## src/rtl/ifetch_pkg.sv

```systemverilog
// ifetch_pkg: shared state encoding and constants for the instruction fetch stage.
package ifetch_pkg;
    typedef enum logic [1:0] {IDLE, REQ, DISCARD, HOLD} ifetch_state_e;
    localparam logic [31:0] NOP_INSTR        = 32'h0000_0000;
    localparam logic [31:0] PC_STEP          = 32'd4;
    localparam logic [31:0] DEFAULT_RESET_PC = 32'h0000_0000;
endpackage

```

## src/rtl/instruction_fetch_if.sv

```systemverilog
// instruction_fetch_if: memory handshake, redirect, and IF/ID signals of the fetch stage.
// IFETCH_STATS_EN adds the FetchCount/RedirectCount counters.
interface instruction_fetch_if;
    logic        IMemReq;
    logic [31:0] IMemAddr;
    logic        IMemReady;
    logic [31:0] IMemData;
    logic        PCSrc;
    logic [31:0] BranchTarget;
    logic        Stall;
    logic [31:0] Instruction;
    logic [31:0] InstrPC;
    logic        InstrValid;
`ifdef IFETCH_STATS_EN
    logic [31:0] FetchCount;
    logic [31:0] RedirectCount;
`endif
    modport master (
        input  IMemReady, IMemData, PCSrc, BranchTarget, Stall,
`ifdef IFETCH_STATS_EN
        output FetchCount, RedirectCount,
`endif
        output IMemReq, IMemAddr, Instruction, InstrPC, InstrValid
    );
    modport slave (
        output IMemReady, IMemData, PCSrc, BranchTarget, Stall,
`ifdef IFETCH_STATS_EN
        input  FetchCount, RedirectCount,
`endif
        input  IMemReq, IMemAddr, Instruction, InstrPC, InstrValid
    );
endinterface

```

## src/rtl/ifetch_skid_buf.sv

```systemverilog
// ifetch_skid_buf: one-entry {word, PC, valid} holding register; clear wins over load, load over drain.
module ifetch_skid_buf
    import ifetch_pkg::*;
(
    input  logic        Clk,
    input  logic        Rst,
    input  logic        load,
    input  logic        drain,
    input  logic        clear,
    input  logic [31:0] word_in,
    input  logic [31:0] pc_in,
    output logic [31:0] word_q,
    output logic [31:0] pc_q,
    output logic        valid_q
);
    logic [31:0] word_d, pc_d;
    logic        valid_d;

    always_comb begin
        word_d  = load ? word_in : word_q;
        pc_d    = load ? pc_in : pc_q;
        valid_d = clear ? 1'b0 : load ? 1'b1 : drain ? 1'b0 : valid_q;
    end

    always_ff @(posedge Clk or posedge Rst) begin
        if (Rst) begin
            word_q  <= NOP_INSTR;
            pc_q    <= '0;
            valid_q <= 1'b0;
        end else begin
            word_q  <= word_d;
            pc_q    <= pc_d;
            valid_q <= valid_d;
        end
    end
endmodule

```

## src/rtl/instruction_fetch.sv

```systemverilog
// instruction_fetch: PC/request FSM feeding a registered IF/ID slot, with skid buffer and redirect.
// IFETCH_STATS_EN adds FetchCount/RedirectCount.
module instruction_fetch
    import ifetch_pkg::*;
#(
    parameter logic [31:0] RESET_PC = DEFAULT_RESET_PC
) (
    input logic                 Clk,
    input logic                 Rst,
    instruction_fetch_if.master bus
);
    localparam logic [31:0] RESET_PC_A = RESET_PC & ~32'h3;

    ifetch_state_e state_q, state_d;
    logic [31:0]   pc_q, pc_d, addr_q, addr_d;
    logic [31:0]   instr_q, instr_d, ipc_q, ipc_d;
    logic          req_q, req_d, valid_q, valid_d;
    logic          load_mem, load_skid, skid_load;
    logic [31:0]   skid_word, skid_pc;
    logic          skid_valid;

    ifetch_skid_buf u_skid (
        .Clk     (Clk),
        .Rst     (Rst),
        .load    (skid_load),
        .drain   (load_skid),
        .clear   (bus.PCSrc),
        .word_in (bus.IMemData),
        .pc_in   (pc_q),
        .word_q  (skid_word),
        .pc_q    (skid_pc),
        .valid_q (skid_valid)
    );

    always_comb begin
        load_mem  = !bus.PCSrc && state_q == REQ && bus.IMemReady && (!valid_q || !bus.Stall);
        skid_load = !bus.PCSrc && state_q == REQ && bus.IMemReady && valid_q && bus.Stall;
        load_skid = !bus.PCSrc && state_q == HOLD && !bus.Stall && skid_valid;
        instr_d   = load_mem ? bus.IMemData : load_skid ? skid_word : instr_q;
        ipc_d     = load_mem ? pc_q : load_skid ? skid_pc : ipc_q;
        valid_d   = load_mem || load_skid || (valid_q && bus.Stall && !bus.PCSrc);
    end

    always_comb begin
        state_d = state_q;
        pc_d    = (state_q == REQ && bus.IMemReady) ? pc_q + PC_STEP : pc_q;
        case (state_q)
            IDLE:    state_d = REQ;
            REQ:     state_d = (bus.IMemReady && valid_q && bus.Stall) ? HOLD : REQ;
            DISCARD: state_d = bus.IMemReady ? REQ : DISCARD;
            HOLD:    state_d = bus.Stall ? HOLD : REQ;
            default: state_d = IDLE;
        endcase
        // Redirect beats stall and data; an unanswered request must still finish in DISCARD.
        if (bus.PCSrc) begin
            pc_d    = bus.BranchTarget & ~32'h3;
            state_d = ((state_q == REQ || state_q == DISCARD) && !bus.IMemReady) ? DISCARD : REQ;
        end
        addr_d = (state_d == REQ) ? pc_d : addr_q;
        req_d  = (state_d == REQ) || (state_d == DISCARD);
    end

    always_ff @(posedge Clk or posedge Rst) begin
        if (Rst) begin
            state_q <= IDLE;
            pc_q    <= RESET_PC_A;
            addr_q  <= RESET_PC_A;
            req_q   <= 1'b0;
            instr_q <= NOP_INSTR;
            ipc_q   <= RESET_PC_A;
            valid_q <= 1'b0;
        end else begin
            state_q <= state_d;
            pc_q    <= pc_d;
            addr_q  <= addr_d;
            req_q   <= req_d;
            instr_q <= instr_d;
            ipc_q   <= ipc_d;
            valid_q <= valid_d;
        end
    end

    assign bus.IMemReq     = req_q;
    assign bus.IMemAddr    = addr_q;
    assign bus.Instruction = instr_q;
    assign bus.InstrPC     = ipc_q;
    assign bus.InstrValid  = valid_q;

`ifdef IFETCH_STATS_EN
    logic [31:0] fetch_cnt_q, fetch_cnt_d, redir_cnt_q, redir_cnt_d;

    always_comb begin
        fetch_cnt_d = fetch_cnt_q + {31'b0, load_mem || load_skid};
        redir_cnt_d = redir_cnt_q + {31'b0, bus.PCSrc};
    end

    always_ff @(posedge Clk or posedge Rst) begin
        if (Rst) begin
            fetch_cnt_q <= '0;
            redir_cnt_q <= '0;
        end else begin
            fetch_cnt_q <= fetch_cnt_d;
            redir_cnt_q <= redir_cnt_d;
        end
    end

    assign bus.FetchCount    = fetch_cnt_q;
    assign bus.RedirectCount = redir_cnt_q;
`endif
endmodule

```

## src/flat_wrapper.sv

```systemverilog
// flat-port wrapper written by rule: the top's interface ports become plain ports
module instruction_fetch_flat import ifetch_pkg::*;
#(
    parameter logic [31:0] RESET_PC = DEFAULT_RESET_PC
)
  (Clk, Rst, bus_IMemReady, bus_IMemData, bus_PCSrc, bus_BranchTarget, bus_Stall, bus_IMemReq, bus_IMemAddr, bus_Instruction, bus_InstrPC, bus_InstrValid);
  instruction_fetch_if bus_i ();
  input logic Clk;
  input logic Rst;
  input wire logic [$bits(bus_i.IMemReady)-1:0] bus_IMemReady;
  input wire logic [$bits(bus_i.IMemData)-1:0] bus_IMemData;
  input wire logic [$bits(bus_i.PCSrc)-1:0] bus_PCSrc;
  input wire logic [$bits(bus_i.BranchTarget)-1:0] bus_BranchTarget;
  input wire logic [$bits(bus_i.Stall)-1:0] bus_Stall;
  output wire logic [$bits(bus_i.IMemReq)-1:0] bus_IMemReq;
  output wire logic [$bits(bus_i.IMemAddr)-1:0] bus_IMemAddr;
  output wire logic [$bits(bus_i.Instruction)-1:0] bus_Instruction;
  output wire logic [$bits(bus_i.InstrPC)-1:0] bus_InstrPC;
  output wire logic [$bits(bus_i.InstrValid)-1:0] bus_InstrValid;
  assign bus_i.IMemReady = bus_IMemReady;
  assign bus_i.IMemData = bus_IMemData;
  assign bus_i.PCSrc = bus_PCSrc;
  assign bus_i.BranchTarget = bus_BranchTarget;
  assign bus_i.Stall = bus_Stall;
  assign bus_IMemReq = bus_i.IMemReq;
  assign bus_IMemAddr = bus_i.IMemAddr;
  assign bus_Instruction = bus_i.Instruction;
  assign bus_InstrPC = bus_i.InstrPC;
  assign bus_InstrValid = bus_i.InstrValid;
  instruction_fetch #(.RESET_PC(RESET_PC)) u_core (.Clk(Clk), .Rst(Rst), .bus(bus_i));
endmodule
```

## config.mk

```make
export PLATFORM = sky130hd
export DESIGN_NAME = instruction_fetch_flat
export DESIGN_NICKNAME = d
export VERILOG_FILES = /design/src/rtl/ifetch_pkg.sv /design/src/rtl/instruction_fetch_if.sv /design/src/rtl/ifetch_skid_buf.sv /design/src/rtl/instruction_fetch.sv /design/src/flat_wrapper.sv
export SDC_FILE = /design/constraint.sdc
export NUM_CORES = 1
export LEC_CHECK = 0
export ABC_AREA = 1
export CAP_MARGIN = 20
export CORE_AREA = 8 8 149 151
export DETAILED_ROUTE_END_ITERATION = 12
export DIE_AREA = 0 0 157 159
export PLACE_DENSITY = 0.73
export SYNTH_ARGS = -nofsm -noshare
export SYNTH_HDL_FRONTEND = slang
export SYNTH_SLANG_ARGS = --single-unit
```

## constraint.sdc

```tcl
create_clock -name Clk -period 5.9 [get_ports Clk]
set_input_delay 0.885 -clock Clk [delete_from_list [all_inputs] [get_ports Clk]]
set_output_delay 0.885 -clock Clk [all_outputs]
set_load 0.05 [all_outputs]
```

# == Word-level counts from Yosys, hierarchy flattened ==
# Cells that the tools add are included.
# op_classes
n_reduce_logical,26
eq_ne,5
n_mux,15
n_addsub,1
# ops
cell,count
$mux W32,6
$add A32 B3 Y32 const B,1
$logic_and A1 B1 Y1,14
$mux W2,5
$pmux W2 S4,1
$eq A2 B2 Y1 const B,3
$logic_or A1 B1 Y1,5
$eq A2 B1 Y1 const B,2
$logic_not A1 Y1,4
$mux W1,3
$reduce_bool A3 Y1,1
$logic_not A2 Y1,1
$reduce_bool A2 Y1,1
# totals
regBits,197
input_bits,69
wordCells,57
out_inout_bits,98

# == Logic depth before layout (Yosys ltp) ==
# Gate-level depths: netlist (run 1).
# depth
word_depth,7
depth_mapped,13
mapped_depth_nobuf,12

# == Modules after synthesis ==
# A second synthesis (run 1) with hierarchy kept.
# hier_totals
hier_cells,1101
hier_area_um2,9082.5
# by_module_without_submodules
mod,cells_each,area_each_um2,instances
instruction_fetch,825,6558.8,1
ifetch_skid_buf,276,2523.7,1

# == Worst setup path before layout (run 1) ==
# Ideal clock, no wire load.
# synth_path
path_type,in2reg
startpoint,in bus_PCSrc
endpoint,reg u_core.addr_q[0] (netlist: u_core.bus.IMemAddr[0])
path_buffers,4
t_arrival_ps,2375
cell_stages,11
setup_slack_ps,3459
cell_sequence,buf_2 > buf_1 > nand3_1 > nand2_1 > inv_1 > ha_1 > clkbuf_1 > inv_1 > clkbuf_1 > nand2_1 > nand2_1
# synth_via
elab_chain_cells,2
# synth_rtl
element,line,text
"start, declared",flat_wrapper.sv:12,input wire logic [$bits(bus_i.PCSrc)-1:0] bus_PCSrc;
$mux W2,instruction_fetch.sv:55,if (bus.PCSrc) begin
via u_core.state_d[1],instruction_fetch.sv:14,"ifetch_state_e state_q, state_d;"
$eq A2 B1 Y1,instruction_fetch.sv:59,addr_d = (state_d == REQ) ? pc_d : addr_q;
"end signal, assigned",instruction_fetch.sv:75,addr_q <= addr_d;
"end, declared",instruction_fetch.sv:15,"logic [31:0] pc_q, pc_d, addr_q, addr_d;"
# The timed path passes the listed nets, and every way through them passes these cells.
# A chain may end at the register's enable or synchronous reset.

# == Worst setup path in the final report (run 1) ==
# layout_path
startpoint,in bus_PCSrc
endpoint,reg u_core.ipc_q[30] (netlist: u_core.bus.InstrPC[30])
# layout_via
elab_chain_cells,5
# layout_rtl
element,line,text
$logic_not A1 Y1 *,"instruction_fetch.sv:36, instruction_fetch.sv:38",
$logic_and A1 B1 Y1 (on tied branches) (3 in series),"instruction_fetch.sv:36, instruction_fetch.sv:38",
$mux W32 or $reduce_bool A2 Y1 (tied branches),n/a,
"end signal, assigned",instruction_fetch.sv:78,ipc_q <= ipc_d;
"end, declared",instruction_fetch.sv:16,"logic [31:0] instr_q, instr_d, ipc_q, ipc_d;"
# Every way passes the cells marked *; elsewhere a longest branch is shown, timed or not.

==> summary.txt, run 1 <==
Run status
  – Status: finished clean

Clocking
  – Root Buffer: clkbuf_16
  – Postcts setup bufs: 0
  – # H-tree levels: 4
  – Hold_buf cts: 0
  – Clock transition at path regs: around 0.07 ns
  – Post-CTS Resized: 0
  – Sink Count: 197
  – Clock Path Buffers: 2
  – TritonCTS clock tree: built
  – Worst-skew pair later-pin latency: roughly 0.43 ns
  – CTS buffer count: 17

Critical path
  – R2R cell count: 8
  – Crit Path Class: input port to register
  – Startpoint types: input port
  – Worst-path maximum fanout: 48
  – Critical Path RT: between 6 and 7 ns
  – CP endpoint kind: register
  – Arrival time at the worst endpoint: just under 4 ns

Worst hold path
  – Worst min-delay path class: register to register
  – Hold depth: 2

Floorplan
  – Die area: between 0.02 and 0.025 mm^2
  – Die X: 157 um
  – Io pins: between 150 and 200
  – Initial Util: 0.444
  – FP Rows: 52
  – Chip Height: ~160 um
  – Std-Cell Core Area: just under 0.02 mm^2

Layout
  – Filler Cell Count: between 1.5k and 2k
  – # diodes: 0
  – Most frequent cells in the layout: nand2_1, dfrtp_1, clkdlybuf4s50_1
  – Share of cells above drive strength 1: 0.0581
  – Area growth from synthesis to layout: 27.4%
  – Most common cell after layout, fill and taps aside: nand2_1
  – Fin nets: 1267

STA
  – Period Utilization, post-route: 0.612
  – Final Setup Violations: 0
  – Slew HR: 0.289
  – Final Hold Fails: 0
  – Minimum clock period: 3.61 ns
  – Worst Skew: just under 0.01 ns
  – Max Freq: 0.277 GHz
  – RSZ-0062 raised after global routing: no
  – PnR worst setup slack: between 2 and 2.5 ns
  – Worst-margin pin slew: 1.07 ns
  – Final Max Slew Viols: 0
  – TNS Setup: 0 ns

Flow run
  – Max_cap viols: 0

GRT
  – Largest net degree at the start of global routing: 198
  – Vias in the first global route: ~7.4k
  – Global Route met1 Usage: 0.260
  – Initial antenna violation count: 0
  – First-pass GRT wire length: around 38000 um
  – Grt met2 use: 0.297
  – GRT Max-Usage Layer: met2
  – Met3 usage: 0.0421
  – Overall routing resource usage: 0.190
  – Grt ovf: 0

Synth
  – Average cell area after synthesis: around 8.3 um^2
  – Post-synth cell types: 30
  – Register bit total from synthesis: 197
  – Post-synth EDFFs: 0
  – Most used DFF post-synth: dfrtp_1
  – Warnings from Yosys: 0
  – Share of the yosys chip area belonging to registers: 0.560
  – Post-Synthesis Cells: approximately 1.1k
  – Syn Nets: around 1.1k
  – Asr flop ratio synth: 1.00
  – Mapped cell area: just under 0.009 mm^2

Drt
  – DR vias: roughly 7.4k
  – Drt total wl: 23000 um
  – DR WL/cell: around 16 um
  – Iteration-0 DRC Markers: 453
  – TritonRoute pass-1 iters: 5
  – DR DRC count: 0
  – Vias per cell: ~5
  – ANT nets after route: 0

Power
  – Pleak: 5.28 nW
  – Max VDD drop: ~0.44 mV
  – Power Dens Cells: about 550 mW/mm^2

Placement
  – Place WS: 1.78 ns
  – RePlAce Congestion: roughly 0.84
  – IO buf count: 164
  – Post-DP HPWL: between 15000 and 20000 um
area by class of cell:
| class | instances | area [um^2] | area share |
|---|---|---|---|
| Sequential cell | 197 | 4930 | 0.439 |
| Multi-Input combinational cell | 718 | 3330 | 0.296 |
| Timing Repair Buffer | 172 | 1730 | 0.154 |
| Clock buffer | 19 | 453 | 0.0404 |
| Tap cell | 270 | 338 | 0.0301 |
| Inverter | 86 | 327 | 0.0291 |
| Clock inverter | 13 | 120 | 0.0107 |
synthesized netlist by cell type (5+ instances only):
cell      instances  area share
clkbuf_1         28       0.012
nor2_1          100       0.043
nand2_1         304        0.13
or2_2             9      0.0064
o21ai_0         133       0.076
mux2_2            8       0.010
a21boi_0          7      0.0060
buf_2            23       0.013
inv_1            82       0.035
xor2_1            9      0.0089
nand4_1          10      0.0071
nand3_1          47       0.027
a21oi_1          63       0.036
dfrtp_1         197        0.56
o211ai_1          5      0.0043
ha_1              6      0.0085
power breakdown:
part,leakage (nW),switching (mW),internal (mW)
logic,2.57,1.94,0.906
clock network,0.282,0.534,0.611
registers,2.43,0.298,1.87
metrics by stage:
| stage | total power [mW] | std cells | utilization | hold WS (ns) | instance area, um^2 |
|---|---|---|---|---|---|
| finish | 6.16 | 1475 | 0.565 | 0.479 | 11200 |
| global route | 6.53 | 1475 | 0.565 | 0.505 | 11200 |
| CTS | 6.23 | 1475 | 0.565 | 0.484 | 11200 |
| detailed placement | 5.07 | 1443 | 0.537 | 0.465 | 10600 |
| global placement | 5.01 | 1442 | 0.536 | 0.460 | 10600 |
| floorplan | 4.05 | 1056 | - | 0.448 | 8810 |
cell families after synthesis:
| family | after synthesis | synth area share |
|---|---|---|
| fa+ha+maj | 6 | 0.00852 |
| simple gates | 479 | 0.220 |
| xor+xnor | 9 | 0.00895 |
| mux | 8 | 0.0102 |
| buf+inv | 141 | 0.0646 |
| flops | 197 | 0.560 |
| compound gates | 216 | 0.128 |
worst max-delay path, stage by stage:
cell             delay (ns)
clkdlybuf4s50_1        0.39
buf_4                  0.25
inv_2                  0.59
nand4_1                0.18
buf_4                  0.28
inv_2                  0.56
nor2_4                 0.11
inv_2                  0.44
nor2_1                 0.08
a21oi_1                0.15
flip-flops by register name, summed over array words and instances, names as in the netlist:
register                flops
u_core.bus.InstrPC         32
u_core.u_skid.word_q       32
u_core.bus.InstrValid       1
u_core.bus.IMemAddr        32
u_core.u_skid.pc_q         32
u_core.bus.IMemReq          1
u_core.bus.Instruction     32
u_core.u_skid.valid_q       1
u_core.state_q              2
u_core.pc_q                32
per-layer routing:
| layer | up-vias | routed length [um] |
|---|---|---|
| li1 | 3656 | - |
| met4 | 0 | 295 |
| met3 | 24 | 1340 |
| met5 | - | 0 |
| met2 | 198 | 10700 |
| met1 | 3490 | 10600 |
final timing paths:
path / from / end / slack [ns]
worst max-delay path: bus_PCSrc / u_core.bus.InstrPC[30] / 2.29
worst min-delay path: u_core.u_skid.pc_q[29] / u_core.u_skid.pc_q[29] / 0.48
worst max register to register: u_core.state_q[1] / u_core.u_skid.pc_q[15] / 2.95
worst min register to register: u_core.u_skid.pc_q[29] / u_core.u_skid.pc_q[29] / 0.48
max in group asynchronous: Rst / u_core.pc_q[24] / 4.00
min in group asynchronous: Rst / u_core.u_skid.word_q[29] / 1.12
Note: power is estimated with default switching activity, not from simulation.
==> run 2, diff against run 1 <==
PLACE_DENSITY = 0.7   (was 0.73)
clock period = 3.6 ns   (was 5.9 ns; I/O delays follow)
==> run 2 against run 1 <==
Against the previous run:
- first-iteration DRC count down 5.1%
- critical path type is now register to register
- power grew 68%
- sequential power increased by 64%
- routed wire length decreased by 0.81%
- global-route usage is 0.15 points lower
==> summary.txt, run 2 (synthesis gave the netlist of run 1 again) <==
Critical path
  – CP endpoint kind: register
  – CP max-delay cell: inv_1
  – Worst-path maximum fanout: 12 (-75%)
  – Max stage delay on crit path: 0.43 ns (-0.16 ns)
  – Crit path cell chain: inv_1 -> ha_1 -> nand2_1 -> inv_1 -> nand3_2 -> nor2_2 -> nand2_1 -> nand2_1 -> nand2_1 -> o21ai_1 -> nand2_1 -> nand2_1
  – Crit Path Class: register to register
  – Critical Path RT: 3.97 ns (-2.27 ns)
  – Startpoint types: register
  – Arrival time at the worst endpoint: 2.94 ns (-1.01 ns)
  – WP buf/inv: 2 (-4)
  – Worst path top cell family by delay: simple AND/OR/NAND/NOR gates
  – Most used cell, CP: nand2_1

Layout
  – Area growth from synthesis to layout: 29.5%
  – Most common cell after layout, fill and taps aside: nand2_1
  – # diodes: 0 (unchanged)
  – Filler Cell Count: 1741 (-3.2%)
  – Share of cells above drive strength 1: 0.0627 (+0.00461)
  – Fin nets: 1275 (+0.63%)
  – Most frequent cells in the layout: nand2_1, dfrtp_1, clkdlybuf4s50_1

Clocking
  – Clock Path Buffers: 2 (unchanged)
  – Post-CTS Resized: 0 (unchanged)
  – TritonCTS clock tree: built
  – Clock transition at path regs: 0.07 ns (about the same)
  – Hold_buf cts: 0 (unchanged)
  – # H-tree levels: 4 (unchanged)
  – Root Buffer: clkbuf_16
  – Worst-skew pair later-pin latency: 0.43 ns (about the same)
  – Sink Count: 197 (unchanged)
  – CTS buffer count: 17 (unchanged)
  – Postcts setup bufs: 0 (unchanged)

STA
  – Final Setup Violations: 0 (unchanged)
  – Minimum clock period: 2.57 ns
  – Worst Skew: 0.00933 ns (-0.000604 ns)
  – PnR worst setup slack: 1.03 ns (-1.26 ns)
  – RSZ-0062 raised after global routing: no
  – Max Freq: just under 0.4 GHz
  – Worst-margin pin slew: 0.594 ns (-0.473 ns)
  – Final Max Slew Viols: 0 (unchanged)
  – Period Utilization, post-route: 0.713
  – Final Hold Fails: 0 (unchanged)
  – TNS Setup: 0 ns (unchanged)
  – Slew HR: 0.603 (+0.314)

Floorplan
  – Io pins: 167 (unchanged)
  – Std-Cell Core Area: 0.0198 mm^2 (unchanged)
  – Die area: 0.0250 mm^2 (unchanged)
  – Die X: 157 um (unchanged)
  – FP Rows: 52 (unchanged)
  – Initial Util: 0.444 (unchanged)
  – Chip Height: 159 um (unchanged)

Power
  – Pleak: 5.37 nW (+1.7%)
  – Flop pwr share: 0.343 (-0.009)
  – Design internal power: 5.86 mW (+73%)
  – Switching pwr: 4.50 mW (+62%)
  – Switching fraction of total power: 0.435 (-0.0159)
  – Power Dens Cells: 908 mW/mm^2 (+65%)
  – Clock network fraction of total power: 0.206 (+0.020)
  – Max VDD drop: 0.588 mV (+33%)
  – Combinational share of power: 0.451 (-0.012)

GRT
  – First-pass GRT wire length: 37800 um (-1.4%)
  – Overall routing resource usage: 0.188 (-0.00145)
  – Initial antenna violation count: 0 (unchanged)
  – Largest net degree at the start of global routing: 55 (-72%)
  – Vias in the first global route: 7164 (-3.4%)
  – Grt ovf: 0 (unchanged)

Drt
  – DR DRC count: 0 (unchanged)
  – Iteration-0 DRC Markers: 430 (-5.1%)
  – TritonRoute pass-1 iters: 5 (unchanged)
  – DR WL/cell: 15.4 um (-1.3%)
  – Vias per cell: 4.89 (-2.1%)
  – DR vias: 7245 (-1.7%)
  – ANT nets after route: 0 (unchanged)
  – Drt total wl: 22800 um (-0.81%)

Run status
  – Status: finished clean

Placement
  – IO buf count: 164 (unchanged)
  – Place WS: 0.615 ns (-1.16 ns)
  – RePlAce Congestion: 0.823 (-2.4%)
  – Post-DP HPWL: 16000 um (+3.4%)

Worst hold path
  – Worst min-delay path class: register to register

Flow run
  – Max_cap viols: 0 (unchanged)
[run 2: through the flow]
stage | hold WS [ns] | total power, mW | cell area [um^2] | instances | util
3_5_place_dp | 0.465 | 8.30 | 10700 | 1451 | 0.541
3_3_place_gp | 0.459 | 8.23 | 10700 | 1450 | 0.540
4_1_cts | 0.484 | 10.5 | 11400 | 1482 | 0.575
6_report | 0.480 | 10.4 | 11400 | 1482 | 0.575
2_1_floorplan | 0.448 | 6.64 | 8810 | 1056 | -
5_1_grt | 0.505 | 11.0 | 11400 | 1482 | 0.575
[run 2: area by class of cell]
class                      count  area, um^2  share of cell area
sequential                   197        4930               0.432
tap                          270         338              0.0296
clock inverter                10         191              0.0168
clock buffer                  21         470              0.0412
multi-input combinational    718        3330               0.292
inverter                      86         327              0.0286
timing repair buffer         180        1820               0.160
[run 2: power groups by stage]
stage / Clock (mW) / Combinational (mW) / Sequential [mW]
floorplan: 0 / 1.25 / 5.39
global route: 2.27 / 5.03 / 3.67
global placement: 0 / 4.66 / 3.56
finish: 2.13 / 4.68 / 3.55
detailed placement: 0 / 4.72 / 3.59
CTS: 2.17 / 4.74 / 3.56
[run 2: layer usage]
metal / vias up / part of all wire / GRT usage
met5: - / 0 / 0
met4: 0 / 0.011 / 0.0490
met3: 16 / 0.058 / 0.0461
met2: 192 / 0.46 / 0.288
met1: 3365 / 0.47 / 0.263
li1: 3672 / - / -
[run 2: final timing paths]
check / start / endpoint / slack [ns] / depth (start not counted)
max: u_core.state_q[1] / u_core.bus.IMemAddr[23] / 1.03 / 12
min: u_core.bus.IMemAddr[28] / u_core.bus.IMemAddr[28] / 0.48 / 2
max reg2reg: u_core.state_q[1] / u_core.bus.IMemAddr[23] / 1.03 / 12
min reg2reg: u_core.bus.IMemAddr[28] / u_core.bus.IMemAddr[28] / 0.48 / 2
max in group asynchronous: Rst / u_core.bus.InstrPC[2] / 2.39 / 3
min in group asynchronous: Rst / u_core.bus.Instruction[29] / 0.51 / 2
[run 2: tightest hold or removal path, stage by stage (launching register included)]
cell,delay (ns)
dfrtp_1,0.34
nand2_1,0.05
nand2_1,0.06
==> run 3, diff against run 2 <==
clock period = 2.63 ns   (was 3.6 ns; I/O delays follow)
==> run 3 against run 2 <==
Against the previous run:
- global-route usage is 0.16 points higher
- die area unchanged
- largest cell class unchanged
- clock-buffer cell count shrank 2
- largest power group unchanged
- clock power up 19%
- highest routed layer unchanged
==> summary.txt, run 3 (synthesis gave the netlist of run 1 again) <==
Run status
  – Status: finished clean

Floorplan
  – Io pins: 167 (unchanged)
  – Die area: 0.0250 mm^2 (unchanged)
  – Die X: 157 um (unchanged)
  – Initial Util: 0.444 (unchanged)
  – Std-Cell Core Area: 0.0198 mm^2 (unchanged)
  – FP Rows: 52 (unchanged)
  – Chip Height: 159 um (unchanged)

STA
  – Final Setup Violations: 0 (unchanged)
  – Worst-margin pin slew: 0.632 ns (+0.0377 ns)
  – Max Freq: 0.449 GHz (+15%)
  – Minimum clock period: 2.23 ns (-0.338 ns)
  – RSZ-0062 raised after global routing: no
  – Final Max Slew Viols: 0 (unchanged)
  – Final Hold Fails: 0 (unchanged)
  – Period Utilization, post-route: 0.848 (+0.135)
  – Worst Skew: 0.0131 ns (+0.00376 ns)
  – Slew HR: 0.579 (-0.0239)

Drt
  – Iteration-0 DRC Markers: 435 (+1.2%)
  – TritonRoute pass-1 iters: 5 (unchanged)
  – DR WL/cell: 15.3 um (-0.31%)
  – DR DRC count: 0 (unchanged)
  – ANT nets after route: 0 (unchanged)
  – DR vias: 7270 (+0.35%)
  – Vias per cell: 4.86 (-0.53%)
  – Drt total wl: 22900 um (+0.57%)

GRT
  – Initial antenna violation count: 0 (unchanged)
  – Vias in the first global route: 7261 (+1.4%)
  – Overall routing resource usage: 0.190 (+0.00163)
  – Grt ovf: 0 (unchanged)
  – First-pass GRT wire length: 38300 um (+1.3%)
  – Largest net degree at the start of global routing: 116 (+110%)

Clocking
  – TritonCTS clock tree: built
  – Worst-skew pair later-pin latency: 0.44 ns (about the same)
  – # H-tree levels: 4 (unchanged)
  – Post-CTS Resized: 0 (unchanged)
  – Clock transition at path regs: 0.07 ns (about the same)
  – CTS buffer count: 17 (unchanged)
  – Hold_buf cts: 0 (unchanged)
  – Postcts setup bufs: 0 (unchanged)
  – Clock Path Buffers: 2 (unchanged)
  – Sink Count: 197 (unchanged)
  – Root Buffer: clkbuf_16

Critical path
  – Most used cell, CP: inv_1
  – Startpoint types: register
  – Flop2flop setup slack: 0.40 ns (-0.63 ns)
  – CP max-delay cell: dfrtp_1
  – Crit Path Class: register to register
  – Arrival time at the worst endpoint: 2.55 ns (-0.39 ns)
  – Worst-path maximum fanout: 41 (+29)
  – CP endpoint kind: register
  – R2R Path End: u_core.u_skid.word_q[31]
  – Critical Path RT: 2.95 ns (-1.02 ns)
  – R2R cell count: 8 (-4)
  – Max stage delay on crit path: 0.40 ns (-0.03 ns)
  – R2R Path Start: u_core.state_q[1]
  – Crit path cell chain: inv_1 -> ha_1 -> nand2_1 -> inv_1 -> buf_4 -> nand3_4 -> buf_12 -> mux2_2

Power
  – Design Power: 13.8 mW (+34%)
  – Pleak: 5.39 nW (+0.42%)
  – Max VDD drop: 0.713 mV (+21%)
  – Power Dens Cells: 1210 mW/mm^2 (+34%)

Layout
  – Area growth from synthesis to layout: 29.5% (about the same)
  – Share of cells above drive strength 1: 0.0718 (+0.00913)
  – Util after Layout: 0.575 (about the same)
  – Area of the multi-input gates: 0.00333 mm^2 (unchanged)
  – Most frequent cells in the layout: nand2_1, dfrtp_1, clkdlybuf4s50_1
  – # diodes: 0 (unchanged)
  – Fin nets: 1287 (+0.94%)
  – Filler Cell Count: 1799 (+3.3%)
  – Reg area: 0.00493 mm^2 (unchanged)
  – Most common cell after layout, fill and taps aside: nand2_1

Placement
  – IO buf count: 164 (unchanged)
  – RePlAce Congestion: 0.881 (+7.1%)
  – Post-DP HPWL: 16300 um (+2.2%)

Flow run
  – Max_cap viols: 0 (unchanged)

Worst hold path
  – Worst min-delay path class: input port to async pin
## run 3: cell types whose count changed in the layout (fill, tap and decap cells not counted), sizes merged
cell | before | now
clkinv | 0 | 5
inv | 88 | 92
bufinv | 5 | 1
clkbuf | 21 | 19
clkinvlp | 3 | 1
buf | 16 | 28
## run 3: worst max-delay path by stage
stage	start	endpoint	slack, ns	depth (start not counted)
after floorplan	Rst	u_core.bus.IMemAddr[0]	-0.31	1
after global routing	u_core.state_q[1]	u_core.bus.IMemAddr[27]	0.21	12
after CTS	u_core.state_q[1]	u_core.u_skid.word_q[31]	0.37	8
after global placement	bus_IMemReady	u_core.u_skid.pc_q[26]	0.18	9
after detailed placement	bus_IMemReady	u_core.u_skid.pc_q[15]	0.14	9
final	u_core.state_q[1]	u_core.u_skid.word_q[31]	0.40	8
## run 3: cell type report
class	count	share of cell area
flip-flops and latches	197	0.432
clock inverters	13	0.0120
inverters	86	0.0286
well taps	270	0.0296
clock buffers	19	0.0380
repair buffers	192	0.168
multi-input cells	718	0.292
## run 3: routing by layer
metal  global-route usage  part of all wire  vias up
li1                     -                 -     3689
met1                0.262              0.48     3409
met2                0.299              0.46      160
met3               0.0388             0.048       12
met4               0.0511            0.0097        0
met5                    0                 0        -
## run 3: power breakdown
| group | switching, mW | total (mW) | internal [mW] |
|---|---|---|---|
| sequential | 0.691 | 4.88 | 4.19 |
| clock | 1.19 | 2.53 | 1.34 |
| combinational | 4.33 | 6.44 | 2.11 |
| total | 6.21 | 13.8 | 7.64 |
## run 3: per-stage QoR
stage	setup WS (ns)	setup TNS, ns	hold slack (ns)	std cells	cell area (um^2)
after floorplan	-0.311	-61.24	0.448	1056	8810
after global placement	0.183	0	0.460	1463	10800
after detailed placement	0.136	0	0.465	1463	10800
after CTS	0.374	0	0.187	1495	11400
after global routing	0.213	0	0.191	1495	11400
final	0.401	0	0.195	1495	11400
## run 3: critical path, delay by kind of cell (launching register included)
family                   cells  cell delay [ns]
adder cells (fa/ha/maj)      1             0.18
flip-flops                   1             0.40
AND/OR/NAND/NOR              2             0.41
buffers and inverters        4             0.75
multiplexers                 1             0.35
==> variant (flow settings as in run 1) <==
Take the reset off `pc_q` and load it in a clocked block of its own.
--- a/src/rtl/ifetch_skid_buf.sv
+++ b/src/rtl/ifetch_skid_buf.sv
@@ -25,13 +25,15 @@
     always_ff @(posedge Clk or posedge Rst) begin
         if (Rst) begin
             word_q  <= NOP_INSTR;
-            pc_q    <= '0;
             valid_q <= 1'b0;
         end else begin
             word_q  <= word_d;
-            pc_q    <= pc_d;
             valid_q <= valid_d;
         end
     end
+
+    always_ff @(posedge Clk) begin
+        pc_q <= pc_d;
+    end
 endmodule
 
Function: no difference found for any inputs over 4 cycles, from zero or initial values and one cycle with Rst high; that may be too few to reach the edited logic, so the function may still have changed.
==> variant against run 1 <==
  * Design area decreased by 1.2%
  * Maximum frequency decreased by 6.8%
  * Clock power grew 5%
  * Sequential cell count stayed put
  * Non-clock buffer count grew 3
  * Worst hold slack got worse by 31 ps
  * Via count shrank 4.1%
  * Area after synthesis shrank 2.2%
  * Worst setup slack worse by 260 ps
  * First-iteration DRC count is 5.7% higher
  * Critical path type unchanged
  * Total power up 0.27%
  * Wire length rose by 0.66%
==> variant: results (changes against run 1) <==
status = completed
worst-path fanout max = 50 (+4.2%)
Crit-path slowest cell = inv_1
Clock Skew = 11.4 ps (+1.46 ps)
drt total wl = 23100 um (+0.66%)
synth unique cells = 39 (+30%)
Slew HR = 0.325 (+0.0356)
first-pass GRT wire length = 38000 um (-0.83%)
sequential-to-total area share from yosys stat = 0.591 (+0.0313)
Total GRT Usage = 0.191 (+0.00165)
number of synthesized flops with an enable pin = 32 (+32)
DP Worst Slack = 1530 ps (-249 ps)
GP Congestion = 0.826 (-2.0%)
Switching Share = 0.445 (-0.00609)
maximum VDD drop = 359 uV (-19%)
vias per cell = 5.13 (+2.8%)
Endpoint, Worst Hold = u_core.u_skid.pc_q[0]$_DFFE_PP_
Hold Path Stages = 0 (-2)
Worst path max stage delay = 780 ps (+190 ps)
Leakage = 0.00481 uW (-8.9%)
critical path arrival = 4150 ps (+200 ps)
DP HPWL = 15300 um (-0.88%)
R2R depth = 12 (+4)
Post-Syn Nets = 1022 (-9.6%)
Peak Freq = 0.258 GHz (-6.8%)
main area contributors after synthesis = dfrtp_1, edfxtp_1, nand2_1, nor2_1, a21oi_1
==> variant: changes by cell type after synthesis, moves of 10 or more <==
cell | before | now
dfrtp_1 | 197 | 165
nand2_1 | 304 | 229
o22ai_1 | 0 | 28
o21ai_1 | 1 | 48
o21ai_0 | 133 | 29
inv_1 | 82 | 72
edfxtp_1 | 0 | 32
a21boi_1 | 0 | 10
nand3_1 | 47 | 37
==> variant: per-stage QoR <==
stage                util  hold slack [ps]  cells  instance area [um^2]
floorplan               -              425    947                  8610
global placement    0.527              426   1343                 10500
detailed placement  0.527              431   1343                 10500
CTS                 0.558              449   1375                 11100
global route        0.558              455   1376                 11100
finish              0.558              448   1376                 11100
==> variant: final cells by class <==
cell class / instances / area, um^2
multi-input cells: 624 / 3010
flip-flops and latches: 197 / 5090
clock buffers: 19 / 443
inverters: 78 / 299
repair buffers: 175 / 1730
clock inverters: 13 / 170
fillers: 1784 / 8760
well taps: 270 / 338
==> variant: routing by layer <==
layer  vias to the layer above  track usage  part of all wire  routed length [um]
met5                         -            0                 0                   0
met1                      3363        0.251              0.45               10400
met4                         0       0.0695             0.023                 542
met3                        38       0.0502             0.075                1730
met2                       254        0.300              0.45               10500
li1                       3409            -                 -                   -
==> variant: power groups by stage <==
stage	clock [uW]	sequential [uW]	combinational, uW
2_1_floorplan	0	3250	747
3_3_place_gp	0	2160	2790
5_1_grt	1300	2210	3020
6_report	1210	2150	2820
3_5_place_dp	0	2170	2840
4_1_cts	1240	2150	2850
==> variant: cells by family (layout without fill, tap and decap cells) <==
group | after synthesis | in the layout | synth area share
fa+ha+maj | 6 | 6 | 0.00872
flops | 197 | 197 | 0.591
compound gates | 200 | 200 | 0.129
xor+xnor | 12 | 12 | 0.0122
buf+inv | 126 | 285 | 0.0609
simple gates | 406 | 406 | 0.198
